===== config.mk =====
export PLATFORM = sky130hd
export DESIGN_NAME = serial_adder
export DESIGN_NICKNAME = d
export VERILOG_FILES = /design/src/rtl/serial_adder.sv
export SDC_FILE = /design/constraint.sdc
export NUM_CORES = 1
export LEC_CHECK = 0
export CAP_MARGIN = 20
export CORE_ASPECT_RATIO = 0.75
export CORE_MARGIN = 1
export CORE_UTILIZATION = 28
export DETAILED_ROUTE_END_ITERATION = 6
export PLACE_DENSITY = 0.51
export SLEW_MARGIN = 10
export SYNTH_ARGS = -nofsm -noshare
export SYNTH_HDL_FRONTEND = slang
export SYNTH_SLANG_ARGS = --single-unit

===== constraint.sdc =====
create_clock -name clk -period 1.6 [get_ports clk]
set_input_delay 0.16 -clock clk [delete_from_list [all_inputs] [get_ports clk]]
set_output_delay 0.16 -clock clk [all_outputs]
set_load 0.03 [all_outputs]

===== src/rtl/serial_adder.sv =====
// serial_adder: bit-serial WIDTH-bit adder, one bit per clock, LSB first.
// A full adder is built from two half_addr cells plus an OR gate, and a
// single carry flip-flop carries between bit positions. A start/done
// handshake lets the controlling FSM launch an operation and collect the
// result, which is held on sum/cout/ovf until the next completion.
//
// Optional build macro: SERIAL_ADDER_SUB_EN adds a 'sub' input that turns
// the operation into a - b (operand B inverted, carry-in forced to 1).

// Half-adder cell used twice per bit position.
module half_addr (
  input  logic a_i,
  input  logic b_i,
  output logic sum_o,
  output logic carry_o
);
  assign sum_o   = a_i ^ b_i;
  assign carry_o = a_i & b_i;
endmodule

module serial_adder #(
  parameter int WIDTH = 8
) (
  input  logic             clk,
  input  logic             rst,
  input  logic             start,
  input  logic [WIDTH-1:0] a,
  input  logic [WIDTH-1:0] b,
  input  logic             cin,
`ifdef SERIAL_ADDER_SUB_EN
  input  logic             sub,
`endif
  output logic             busy,
  output logic             done,
  output logic [WIDTH-1:0] sum,
  output logic             cout,
  output logic             ovf
);

  localparam int CNT_W = (WIDTH > 1) ? $clog2(WIDTH) : 1;
  localparam logic [CNT_W-1:0] CNT_LAST = CNT_W'(WIDTH - 1);

  localparam logic [1:0] S_IDLE  = 2'd0;
  localparam logic [1:0] S_SHIFT = 2'd1;
  localparam logic [1:0] S_DONE  = 2'd2;

  logic [1:0]       state_q, state_d;
  logic [WIDTH-1:0] a_sh_q, a_sh_d;
  logic [WIDTH-1:0] b_sh_q, b_sh_d;
  logic [WIDTH-1:0] r_sh_q, r_sh_d;
  logic [WIDTH-1:0] sum_q, sum_d;
  logic [CNT_W-1:0] cnt_q, cnt_d;
  logic             carry_q, carry_d;
  logic             cout_q, cout_d;
  logic             ovf_q, ovf_d;

  logic [WIDTH-1:0] b_load;
  logic             carry_load;
  logic             s1, c1, s_bit, c2, c_bit;
  logic [WIDTH-1:0] r_next;

  // Operand B and initial carry as seen by the datapath: subtraction is
  // a + ~b + 1, so it only changes what gets loaded at start.
`ifdef SERIAL_ADDER_SUB_EN
  assign b_load     = sub ? ~b : b;
  assign carry_load = sub ? 1'b1 : cin;
`else
  assign b_load     = b;
  assign carry_load = cin;
`endif

  half_addr u_ha0 (
    .a_i     (a_sh_q[0]),
    .b_i     (b_sh_q[0]),
    .sum_o   (s1),
    .carry_o (c1)
  );

  half_addr u_ha1 (
    .a_i     (s1),
    .b_i     (carry_q),
    .sum_o   (s_bit),
    .carry_o (c2)
  );

  assign c_bit  = c1 | c2;
  // New sum bit enters at the MSB so that after WIDTH shifts the LSB
  // computed first has arrived at bit 0.
  assign r_next = {s_bit, r_sh_q[WIDTH-1:1]};

  // Next-state and datapath update for the IDLE/SHIFT/DONE sequencer.
  always_comb begin
    state_d = state_q;
    a_sh_d  = a_sh_q;
    b_sh_d  = b_sh_q;
    r_sh_d  = r_sh_q;
    cnt_d   = cnt_q;
    carry_d = carry_q;
    sum_d   = sum_q;
    cout_d  = cout_q;
    ovf_d   = ovf_q;
    case (state_q)
      S_IDLE: begin
        if (start) begin
          a_sh_d  = a;
          b_sh_d  = b_load;
          r_sh_d  = '0;
          carry_d = carry_load;
          cnt_d   = '0;
          state_d = S_SHIFT;
        end
      end
      S_SHIFT: begin
        a_sh_d  = {1'b0, a_sh_q[WIDTH-1:1]};
        b_sh_d  = {1'b0, b_sh_q[WIDTH-1:1]};
        r_sh_d  = r_next;
        carry_d = c_bit;
        cnt_d   = cnt_q + CNT_W'(1);
        if (cnt_q == CNT_LAST) begin
          // carry_q here is the carry into the MSB position.
          sum_d   = r_next;
          cout_d  = c_bit;
          ovf_d   = carry_q ^ c_bit;
          cnt_d   = cnt_q;
          state_d = S_DONE;
        end
      end
      S_DONE: begin
        state_d = S_IDLE;
      end
      default: begin
        state_d = S_IDLE;
      end
    endcase
  end

  // State, shift registers and result registers; reset clears everything.
  always_ff @(posedge clk) begin
    if (rst) begin
      state_q <= S_IDLE;
      a_sh_q  <= '0;
      b_sh_q  <= '0;
      r_sh_q  <= '0;
      cnt_q   <= '0;
      carry_q <= 1'b0;
      sum_q   <= '0;
      cout_q  <= 1'b0;
      ovf_q   <= 1'b0;
    end else begin
      state_q <= state_d;
      a_sh_q  <= a_sh_d;
      b_sh_q  <= b_sh_d;
      r_sh_q  <= r_sh_d;
      cnt_q   <= cnt_d;
      carry_q <= carry_d;
      sum_q   <= sum_d;
      cout_q  <= cout_d;
      ovf_q   <= ovf_d;
    end
  end

  assign busy = (state_q == S_SHIFT);
  assign done = (state_q == S_DONE);
  assign sum  = sum_q;
  assign cout = cout_q;
  assign ovf  = ovf_q;

endmodule

---- Word level (Yosys, flattened, before mapping) ----
Index checks and enable logic that the tools add are counted.
word-level totals
  flip-flop bits (word level) ............. 40
  bits of input ports ..................... 20
  output and inout bits ................... 12
  logic and storage cells ................. 42
operators by class
  add/subtract/negate cells ............... 1
  equal/unequal tests ..................... 6
  multiplexer cells ....................... 14
  bitwise operators ....................... 6
  reductions and logical operators ........ 6
operators by type and width
  cell                                                                   count
  8-bit one-hot mux with 2 select lines                                  3
  8-bit two-way mux                                                      3
  3-bit two-way mux                                                      2
  3-bit one-hot mux with 2 select lines                                  1
  2-bit AND reduction                                                    3
  2-bit two-way mux                                                      2
  2-bit != test, second input constant                                   2
  2-bit one-hot mux with 2 select lines                                  1
  3-bit by 1-bit adder with 3-bit output, second input constant          1
  3-bit equality test, second input constant                             1
  3-bit AND reduction                                                    1
  1-bit bitwise XOR                                                      3
  1-bit AND                                                              2
  2-bit by 1-bit equality test with 1-bit output, second input constant  1
  2-bit equality test, second input constant                             1
  2-bit zero test                                                        1
  2-bit by 1-bit != test with 1-bit output, second input constant        1
  1-bit one-hot mux with 2 select lines                                  1
  2-bit nonzero test                                                     1
  1-bit two-way mux                                                      1
  1-bit bitwise OR                                                       1

---- Depth between registers and ports, before layout ----
Gate-level depths: netlist of the first run.
  word-level depth ........................ 4
  mapped depth ............................ 6
  depth with buffers taken out ............ 5

---- Modules after synthesis ----
A second synthesis of the first run with hierarchy kept.
second synthesis, totals
  cell total of the unflattened synthesis .. 173
  area, all modules ....................... 1691.6 um^2
by module, submodules not included
  module        instances  cells each  area each (um^2)  seq. area each (um^2)
  serial_adder  1          171         1666.6            780.7
  half_addr     2          1           12.5              0.0

---- Worst setup path after synthesis of the first run ----
Ideal clock, no wire load.
  path kind ............................... register to register
  from .................................... register cnt_q[0]
  to ...................................... register cout_q (netlist: cout)
  setup time .............................. 0.134 ns
  arrival time ............................ 1.158 ns
  required time ........................... 1.466 ns
  setup slack ............................. 0.309 ns
  cell stages (with the launch flop) ...... 7
  buffers on the path ..................... 1
  clock period less this slack ............ 1.291 ns
  path through ............................ dfxtp_1 ha_1 ha_1 and3b_1 buf_2 nand2_1 a21oi_1
on the way
  longest elaborated chain between the ends .. 2
RTL lines
  what                                  line  source
  start, declared                       52    logic [CNT_W-1:0] cnt_q, cnt_d;
  start signal, assigned                154   cnt_q <= cnt_d;
  3-bit equality test                   119   if (cnt_q == CNT_LAST) begin
  2-bit AND reduction (no source line)  n/a
  end signal, assigned                  157   cout_q <= cout_d;
  end, declared                         54    logic cout_q, cout_d;
Every way passes these cells.
A chain may end at the register's enable or synchronous reset.

---- Worst setup path after layout of the first run ----
  from .................................... register state_q[0]
  to ...................................... output port busy
on the way
  longest elaborated chain between the ends .. 1
RTL lines
  what                                            line  source
  start, declared                                 47    logic [1:0] state_q, state_d;
  start signal, assigned                          150   state_q <= state_d;
  2-bit by 1-bit equality test with 1-bit output  162   assign busy = (state_q == S_SHIFT);
  end, declared                                   33    output logic busy,
Every way passes these cells.

==> report_table.html, run 1 <==
<table>
<tr><th>Metric</th><th>Value</th></tr>
<tr><th colspan="2">Status</th></tr>
<tr><td>Outcome</td><td>finished, final reports clean</td></tr>
<tr><th colspan="2">CTS</th></tr>
<tr><td>Buffer levels on the longest clock path</td><td>2</td></tr>
<tr><td>Sink count of the clock tree</td><td>39</td></tr>
<tr><td>Deepest level of the CTS H-tree</td><td>2</td></tr>
<tr><td>Clk Tree Root Cell</td><td>clkbuf_8</td></tr>
<tr><td>CTS clk-pin slew, worst paths</td><td>about 0.080 ns</td></tr>
<tr><td>Cts bufs inserted</td><td>5</td></tr>
<tr><td>Clock network latency to the later pin of the worst-skew pair</td><td>between 0.2 and 0.3 ns</td></tr>
<tr><td>TritonCTS clock tree</td><td>built</td></tr>
<tr><td>Number of hold-repair buffers added at the cts stage</td><td>0</td></tr>
<tr><th colspan="2">Layout</th></tr>
<tr><td>Fraction of layout instances using a drive strength above 1</td><td>a little under a fifth</td></tr>
<tr><td>Reg area</td><td>between 700 and 800 µm²</td></tr>
<tr><td>Area of all placed cells without fillers</td><td>2220 µm²</td></tr>
<tr><td>Signed area change from the synthesized netlist to the final layout</td><td>30.9%</td></tr>
<tr><td>Most frequent cells in the layout</td><td>39 x dfxtp_1, 28 x clkdlybuf4s50_1, 26 x nor2_1</td></tr>
<tr><td>Final net count</td><td>roughly 230</td></tr>
<tr><td>Area of the multi-input gates</td><td>about 840 µm²</td></tr>
<tr><td>Leading cell type in the layout, fill and taps excluded</td><td>dfxtp_1</td></tr>
<tr><td>Antenna cells</td><td>0</td></tr>
<tr><td>Final std cells w/o fill</td><td>around 280</td></tr>
<tr><td>Fill count</td><td>630</td></tr>
<tr><td>End-of-flow core utilization</td><td>about two fifths</td></tr>
<tr><th colspan="2">Floorplanning</th></tr>
<tr><td>Die area</td><td>about 6400 µm²</td></tr>
<tr><td>IO Pins</td><td>32</td></tr>
<tr><td>Die Width</td><td>~90 µm</td></tr>
<tr><td>Vert. Die Dim</td><td>69.4 µm</td></tr>
<tr><td>Std cell rows</td><td>24</td></tr>
<tr><td>Initial cell density of the core</td><td>between 20 and 30%</td></tr>
<tr><td>Placeable Area</td><td>just under 6000 µm²</td></tr>
<tr><th colspan="2">STA</th></tr>
<tr><td>Final hold violation count</td><td>0</td></tr>
<tr><td>Layout Skew</td><td>roughly 0.0082 ns</td></tr>
<tr><td>Highest clock frequency the design can meet</td><td>~670 MHz</td></tr>
<tr><td>Setup total negative slack</td><td>0 ns</td></tr>
<tr><td>Minimum clock period after layout</td><td>between 1 and 1.5 ns</td></tr>
<tr><td>Final period util</td><td>between 90% and 100%</td></tr>
<tr><td>Min setup slack post-route</td><td>~0.11 ns</td></tr>
<tr><td>Worst hold margin</td><td>0.171 ns</td></tr>
<tr><td>Setup repair after global routing missed its margin</td><td>false</td></tr>
<tr><td>Setup-failing EPs final</td><td>0</td></tr>
<tr><td>Headroom to the max-slew limit</td><td>76.0%</td></tr>
<tr><td>Max Transition Viols Final</td><td>0</td></tr>
<tr><td>Slew @ Worst Pin</td><td>between 0.3 and 0.4 ns</td></tr>
<tr><th colspan="2">Synth</th></tr>
<tr><td>Syn Inst Count</td><td>about 170</td></tr>
<tr><td>Syn Std Cell Area</td><td>around 1700 µm²</td></tr>
<tr><td>Net count after synthesis</td><td>between 150 and 200</td></tr>
<tr><td>Fraction of the yosys area taken by sequential cells</td><td>a little under half</td></tr>
<tr><td>YS warnings</td><td>0</td></tr>
<tr><td>Count of distinct cell types in the synthesized netlist</td><td>25</td></tr>
<tr><td>Mean area per synthesized cell</td><td>between 10 and 15 µm²</td></tr>
<tr><td>Total of flip-flops plus latches after synthesis</td><td>39</td></tr>
<tr><th colspan="2">Detailed routing</th></tr>
<tr><td>Iteration-0 DRC Markers</td><td>48</td></tr>
<tr><td>DRC violation count after routing</td><td>0</td></tr>
<tr><td>Total vias in the final route</td><td>between 1000 and 1500</td></tr>
<tr><td>Average wire per cell in the routed design</td><td>between 10 and 15 µm</td></tr>
<tr><td>DRT antenna net count</td><td>0</td></tr>
<tr><td>DR vias/cell</td><td>about 4.4</td></tr>
<tr><td>Number of search-and-repair iterations in the first detailed-routing pass</td><td>3</td></tr>
<tr><td>Routed WL</td><td>between 3000 and 4000 µm</td></tr>
<tr><th colspan="2">Placement</th></tr>
<tr><td>Count of input and output buffers</td><td>31</td></tr>
<tr><td>Estimated wirelength of the detail-placed design</td><td>~2200 µm</td></tr>
<tr><td>Placed cell areas</td><td>about 2100 µm²</td></tr>
<tr><td>Setup Slack @ Placement</td><td>around 0.084 ns</td></tr>
<tr><td>Last weighted congestion value of the routability-driven placer</td><td>approximately 0.67</td></tr>
<tr><td>Post-placement cell count</td><td>about 270</td></tr>
<tr><th colspan="2">Critical path</th></tr>
<tr><td>Sort of element at the end of the critical path</td><td>primary output</td></tr>
<tr><td>Critical Path Fanout Max</td><td>13</td></tr>
<tr><td>Data required time at the worst endpoint</td><td>roughly 1.4 ns</td></tr>
<tr><td>Critical path start-end classification</td><td>reg -&gt; out</td></tr>
<tr><td>Cell depth of the worst flop-to-flop path</td><td>5</td></tr>
<tr><td>Category of the worst setup path launch point</td><td>flip-flop</td></tr>
<tr><td>Crit path arrival time</td><td>approximately 1.3 ns</td></tr>
<tr><th colspan="2">Hold path</th></tr>
<tr><td>Class of the tightest hold or removal check</td><td>in -&gt; reg</td></tr>
<tr><td>Hold Path Depth</td><td>2</td></tr>
<tr><th colspan="2">Power and ir drop</th></tr>
<tr><td>Static power due to leakage</td><td>just over 0.8 nW</td></tr>
<tr><td>Power per Cell Area</td><td>around 990 nW/µm²</td></tr>
<tr><td>Maximum resistive drop on vdd</td><td>~0.00034 V</td></tr>
<tr><td>Total Power</td><td>around 2.2 mW</td></tr>
<tr><th colspan="2">Global route</th></tr>
<tr><td>Number of antenna violations at the first check in global routing</td><td>0</td></tr>
<tr><td>Global-route wire length before repair</td><td>5710 µm</td></tr>
<tr><td>All-layer global routing usage</td><td>11.3%</td></tr>
<tr><td>Pin count of the biggest net entering global routing</td><td>37</td></tr>
<tr><td>Total congestion overflow</td><td>0</td></tr>
<tr><td>Number of global-route vias before repair</td><td>between 1000 and 1500</td></tr>
<tr><th colspan="2">Job</th></tr>
<tr><td>Maximum Capacitance Violations</td><td>0</td></tr>
</table>
## cells by family after synthesis
group	Yosys count	synth area share, %
DFF	39	46.0
adders and majority gates	3	2.65
AOI/OAI and AO/OA	40	21.8
xor gates and xnor gates	1	0.516
buffers and inverters	13	4.65
muxes	15	8.85
and+or+nand+nor	58	15.5
## cell type report
class / count / area share, %
inverters: 1 / 0.169
multi-input cells: 117 / 37.7
clock buffers: 6 / 3.72
repair buffers: 38 / 17.2
well taps: 78 / 4.39
flip-flops and latches: 39 / 35.2
clock inverters: 2 / 1.58
## per-layer routing
metal	up-vias	part of all wire, %	GRT usage (%)
li1	653	-	-
met1	568	54	16.1
met2	21	41	16.3
met3	4	3.8	3.07
met4	0	1.0	4.17
met5	-	0	0
## state kept, by name, indices dropped and copies added (netlist names)
name     cells
b_sh_q       8
cnt_q        3
r_sh_q       7
ovf          1
state_q      2
carry_q      1
sum          8
a_sh_q       8
cout         1
## where the power goes
part	internal, mW	switching [mW]	total (mW)
sequential	1.02	0.0266	1.04
combinational	0.155	0.148	0.304
clock	0.505	0.343	0.847
## final timing paths
kind                           start                     to  slack, ns
min                              rst  cnt_q[0]$_SDFFE_PP0P_       0.17
max reg2reg    cnt_q[0]$_SDFFE_PP0P_  cnt_q[1]$_SDFFE_PP0P_       0.19
max          state_q[0]$_SDFFE_PP0P_                   busy       0.11
min reg2reg   r_sh_q[1]$_SDFFE_PP0P_    sum[0]$_SDFFE_PP0P_       0.45
## synth_stat cells
cell type / instances / share of area (%)
a211oi_2: 16 / 12
a21oi_1: 10 / 2.9
a22oi_1: 9 / 4.0
and3b_1: 1 / 0.52
buf_1: 1 / 0.22
buf_2: 6 / 1.8
buf_4: 4 / 1.8
buf_6: 1 / 0.66
dfxtp_1: 39 / 46
fa_1: 1 / 1.2
ha_1: 2 / 1.5
inv_1: 1 / 0.22
mux2i_1: 15 / 8.8
nand2_1: 21 / 4.6
nand2b_1: 4 / 1.5
nand3b_2: 1 / 0.66
nor2_1: 26 / 5.8
nor2b_1: 3 / 1.1
nor3b_1: 1 / 0.44
nor4b_2: 1 / 0.88
o21ai_0: 2 / 0.59
o21ba_4: 1 / 0.96
o21bai_4: 1 / 1.1
o31ai_1: 1 / 0.44
xnor2_1: 1 / 0.52
## critical path, stage by stage (launching register included)
cell and delay [ns]:
dfxtp_1 0.37, buf_6 0.19, nor2b_1 0.15, buf_4 0.16, buf_4 0.17
## what timing repair did
item / in CTS / in global routing
setup endpoints to repair: 1 / 8
resized for setup: 1 / 2
setup buffers: 0 / 0
endpoints found under the hold margin: 0 / 0
Note: power is estimated with default switching activity, not from simulation.
==> run 2: changes to the inputs <==
--- a/config.mk
+++ b/config.mk
@@ -11,6 +11,7 @@
 export CORE_UTILIZATION = 28
 export DETAILED_ROUTE_END_ITERATION = 6
 export PLACE_DENSITY = 0.51
+export RECOVER_POWER = 25
 export SLEW_MARGIN = 10
 export SYNTH_ARGS = -nofsm -noshare
 export SYNTH_HDL_FRONTEND = slang
==> run 2 against run 1 <==
Combinational power fell by 1%. First-iteration DRC count is 2.1% higher. Power is 0.18% lower. Clock-buffer cell count did not move. Global-route usage unchanged. Critical path depth did not move. Maximum frequency is 0.30% higher. Critical path type unchanged. Critical endpoint unchanged. Highest routed layer unchanged.
==> report_table.html, run 2 (synthesis gave the netlist of run 1 again) <==
<table>
<tr><th>Metric</th><th>Value</th></tr>
<tr><th colspan="2">Status</th></tr>
<tr><td>Outcome</td><td>finished, final reports clean</td></tr>
<tr><th colspan="2">STA</th></tr>
<tr><td>Max Transition Viols Final</td><td>0</td></tr>
<tr><td>Setup-failing EPs final</td><td>0</td></tr>
<tr><td>Layout Skew</td><td>0.00704 ns</td></tr>
<tr><td>Final period util</td><td>92.8%</td></tr>
<tr><td>Setup repair after global routing missed its margin</td><td>false</td></tr>
<tr><td>Slew @ Worst Pin</td><td>about 0.38 ns</td></tr>
<tr><td>Highest clock frequency the design can meet</td><td>roughly 670 MHz</td></tr>
<tr><td>Final hold violation count</td><td>0</td></tr>
<tr><td>Headroom to the max-slew limit</td><td>between 70% and 80%</td></tr>
<tr><td>Setup total negative slack</td><td>0 ns</td></tr>
<tr><td>Minimum clock period after layout</td><td>roughly 1.5 ns</td></tr>
<tr><th colspan="2">Detailed routing</th></tr>
<tr><td>Iteration-0 DRC Markers</td><td>49</td></tr>
<tr><td>Average wire per cell in the routed design</td><td>between 10 and 15 µm</td></tr>
<tr><td>Number of search-and-repair iterations in the first detailed-routing pass</td><td>4</td></tr>
<tr><td>DRT antenna net count</td><td>0</td></tr>
<tr><td>Routed WL</td><td>3270 µm</td></tr>
<tr><td>Total vias in the final route</td><td>1244</td></tr>
<tr><td>DRC violation count after routing</td><td>0</td></tr>
<tr><td>DR vias/cell</td><td>~4.4</td></tr>
<tr><th colspan="2">Critical path</th></tr>
<tr><td>Register-to-register setup slack</td><td>roughly 0.2 ns</td></tr>
<tr><td>Capturing point of the worst reg2reg path</td><td>cnt_q[1]$_SDFFE_PP0P_</td></tr>
<tr><td>Delay of the slowest cell on the worst path</td><td>approximately 0.37 ns</td></tr>
<tr><td>Critical Path Fanout Max</td><td>13</td></tr>
<tr><td>Number of buffers and inverters on the critical path</td><td>3</td></tr>
<tr><td>Critical path start-end classification</td><td>reg -&gt; out</td></tr>
<tr><td>Crit path arrival time</td><td>1.33 ns</td></tr>
<tr><td>Critical path's top delay family</td><td>buffers and inverters</td></tr>
<tr><td>Cell with the largest stage delay on the worst path</td><td>dfxtp_1</td></tr>
<tr><td>Category of the worst setup path launch point</td><td>flip-flop</td></tr>
<tr><td>Sort of element at the end of the critical path</td><td>primary output</td></tr>
<tr><td>Ordered list of cells on the worst path</td><td>buf_6 &gt; nor2b_1 &gt; buf_4 &gt; buf_4</td></tr>
<tr><td>Data required time at the worst endpoint</td><td>~1.4 ns</td></tr>
<tr><td>Critical register-to-register path startpoint</td><td>cnt_q[0]$_SDFFE_PP0P_</td></tr>
<tr><td>Library cell appearing most often on the critical path</td><td>buf_4</td></tr>
<tr><td>Cell depth of the worst flop-to-flop path</td><td>5</td></tr>
<tr><th colspan="2">Placement</th></tr>
<tr><td>Count of input and output buffers</td><td>31</td></tr>
<tr><td>Last weighted congestion value of the routability-driven placer</td><td>approximately 0.67</td></tr>
<tr><td>Post-placement cell count</td><td>between 200 and 300</td></tr>
<tr><td>Estimated wirelength of the detail-placed design</td><td>roughly 2200 µm</td></tr>
<tr><th colspan="2">CTS</th></tr>
<tr><td>Clock network latency to the later pin of the worst-skew pair</td><td>between 0.2 and 0.3 ns</td></tr>
<tr><td>Sink count of the clock tree</td><td>39</td></tr>
<tr><td>Clk Tree Root Cell</td><td>clkbuf_8</td></tr>
<tr><td>Buffer levels on the longest clock path</td><td>2</td></tr>
<tr><td>Number of hold-repair buffers added at the cts stage</td><td>0</td></tr>
<tr><td>Cts bufs inserted</td><td>5</td></tr>
<tr><td>Deepest level of the CTS H-tree</td><td>2</td></tr>
<tr><td>TritonCTS clock tree</td><td>built</td></tr>
<tr><td>CTS clk-pin slew, worst paths</td><td>roughly 0.080 ns</td></tr>
<tr><th colspan="2">Layout</th></tr>
<tr><td>Most frequent cells in the layout</td><td>39 x dfxtp_1, 27 x clkdlybuf4s50_1, 26 x nor2_1</td></tr>
<tr><td>Final std cells w/o fill</td><td>~280</td></tr>
<tr><td>Fraction of layout instances using a drive strength above 1</td><td>between 10% and 20%</td></tr>
<tr><td>Leading cell type in the layout, fill and taps excluded</td><td>dfxtp_1</td></tr>
<tr><td>Signed area change from the synthesized netlist to the final layout</td><td>30.3%</td></tr>
<tr><td>Final net count</td><td>between 200 and 250</td></tr>
<tr><td>Antenna cells</td><td>0</td></tr>
<tr><th colspan="2">Power and ir drop</th></tr>
<tr><td>Power per Cell Area</td><td>991 nW/µm²</td></tr>
<tr><td>Power share of the combinational group</td><td>13.7%</td></tr>
<tr><td>Static power due to leakage</td><td>0.804 nW</td></tr>
<tr><td>Net switching share of the total power</td><td>between 20% and 30%</td></tr>
<tr><td>Share of total power in sequential cells</td><td>a little under half</td></tr>
<tr><td>Clk pwr share</td><td>roughly 39%</td></tr>
<tr><td>Maximum resistive drop on vdd</td><td>between 0.0003 and 0.0004 V</td></tr>
<tr><td>Power Internal</td><td>approximately 1.7 mW</td></tr>
<tr><td>Switching power summed over all nets</td><td>roughly 0.52 mW</td></tr>
<tr><th colspan="2">Global route</th></tr>
<tr><td>Number of global-route vias before repair</td><td>between 1000 and 1500</td></tr>
<tr><td>Total congestion overflow</td><td>0</td></tr>
<tr><td>Pin count of the biggest net entering global routing</td><td>37</td></tr>
<tr><td>All-layer global routing usage</td><td>a little under an eighth</td></tr>
<tr><td>Number of antenna violations at the first check in global routing</td><td>0</td></tr>
<tr><td>Global-route wire length before repair</td><td>5710 µm</td></tr>
<tr><th colspan="2">Floorplanning</th></tr>
<tr><td>Std cell rows</td><td>24</td></tr>
<tr><td>Vert. Die Dim</td><td>~69 µm</td></tr>
<tr><td>Die area</td><td>approximately 6400 µm²</td></tr>
<tr><td>IO Pins</td><td>32</td></tr>
<tr><td>Placeable Area</td><td>slightly below 6000 µm²</td></tr>
<tr><td>Die Width</td><td>91.9 µm</td></tr>
<tr><td>Initial cell density of the core</td><td>between 20% and 30%</td></tr>
<tr><th colspan="2">Hold path</th></tr>
<tr><td>Hold path startpoint</td><td>rst</td></tr>
<tr><td>Class of the tightest hold or removal check</td><td>in -&gt; reg</td></tr>
<tr><td>Worst Hold End</td><td>cnt_q[0]$_SDFFE_PP0P_</td></tr>
<tr><td>Hold Path Depth</td><td>2</td></tr>
<tr><th colspan="2">Job</th></tr>
<tr><td>Maximum Capacitance Violations</td><td>0</td></tr>
</table>
run 2: final cells by class:
type                       count  area (µm²)
fill                         630        3610
timing repair buffer          38         383
multi-input combinational    117         828
tap                           78        97.6
sequential                    39         781
clock inverter                 2        35.0
inverter                       1        3.75
clock buffer                   6        82.6
run 2: metal layers:
layer	global-route usage, %	vias up	part of all wire, %
met4	4.17	0	0.67
li1	-	651	-
met3	3.07	2	4.0
met5	0	-	0
met2	16.3	19	41
met1	16.1	572	54
run 2: power groups by stage:
stage	clock (mW)	sequential (mW)	combinational, mW
floorplan	0	1.06	0.214
global placement	0	1.07	0.306
detailed placement	0	1.07	0.306
CTS	0.883	1.04	0.308
global route	0.921	1.05	0.330
finish	0.847	1.04	0.300
run 2: per-stage QoR:
step / hold slack (ns) / area (µm²) / utilization, % / total power, mW / worst slack, ns
after global routing: 0.172 / 2210 / 38.0 / 2.30 / 0.0303
after floorplan: 0.308 / 1700 / - / 1.27 / 0.309
after CTS: 0.164 / 2220 / 38.0 / 2.23 / 0.0503
final: 0.169 / 2210 / 38.0 / 2.19 / 0.115
after detailed placement: 0.451 / 2100 / 36.0 / 1.37 / 0.0836
after global placement: 0.449 / 2100 / 36.0 / 1.37 / 0.0872
run 2: worst max path at each step:
stage                                 start  depth (start not counted)                 to  slack (ns)
floorplan             cnt_q[0]$_SDFFE_PP0P_                          6  cout$_SDFFE_PP0P_        0.31
global route        state_q[0]$_SDFFE_PP0P_                          4               busy        0.03
detailed placement    cnt_q[0]$_SDFFE_PP0P_                          5   ovf$_SDFFE_PP0P_        0.08
CTS                 state_q[0]$_SDFFE_PP0P_                          4               busy        0.05
finish              state_q[0]$_SDFFE_PP0P_                          4               busy        0.11
global placement      cnt_q[0]$_SDFFE_PP0P_                          5   ovf$_SDFFE_PP0P_        0.09
run 2: timing repair:
action / CTS / global route
buffers inserted: 0 / 0
resized for setup: 1 / 2
endpoints found under the setup margin: 1 / 8
run 2: worst reg2reg max path, cell delays in order, from the launching register on:
cell and delay, ns:
dfxtp_1 0.32, ha_1 0.19, ha_1 0.23, nand2b_1 0.16
a21oi_1 0.25, o21ai_0 0.13
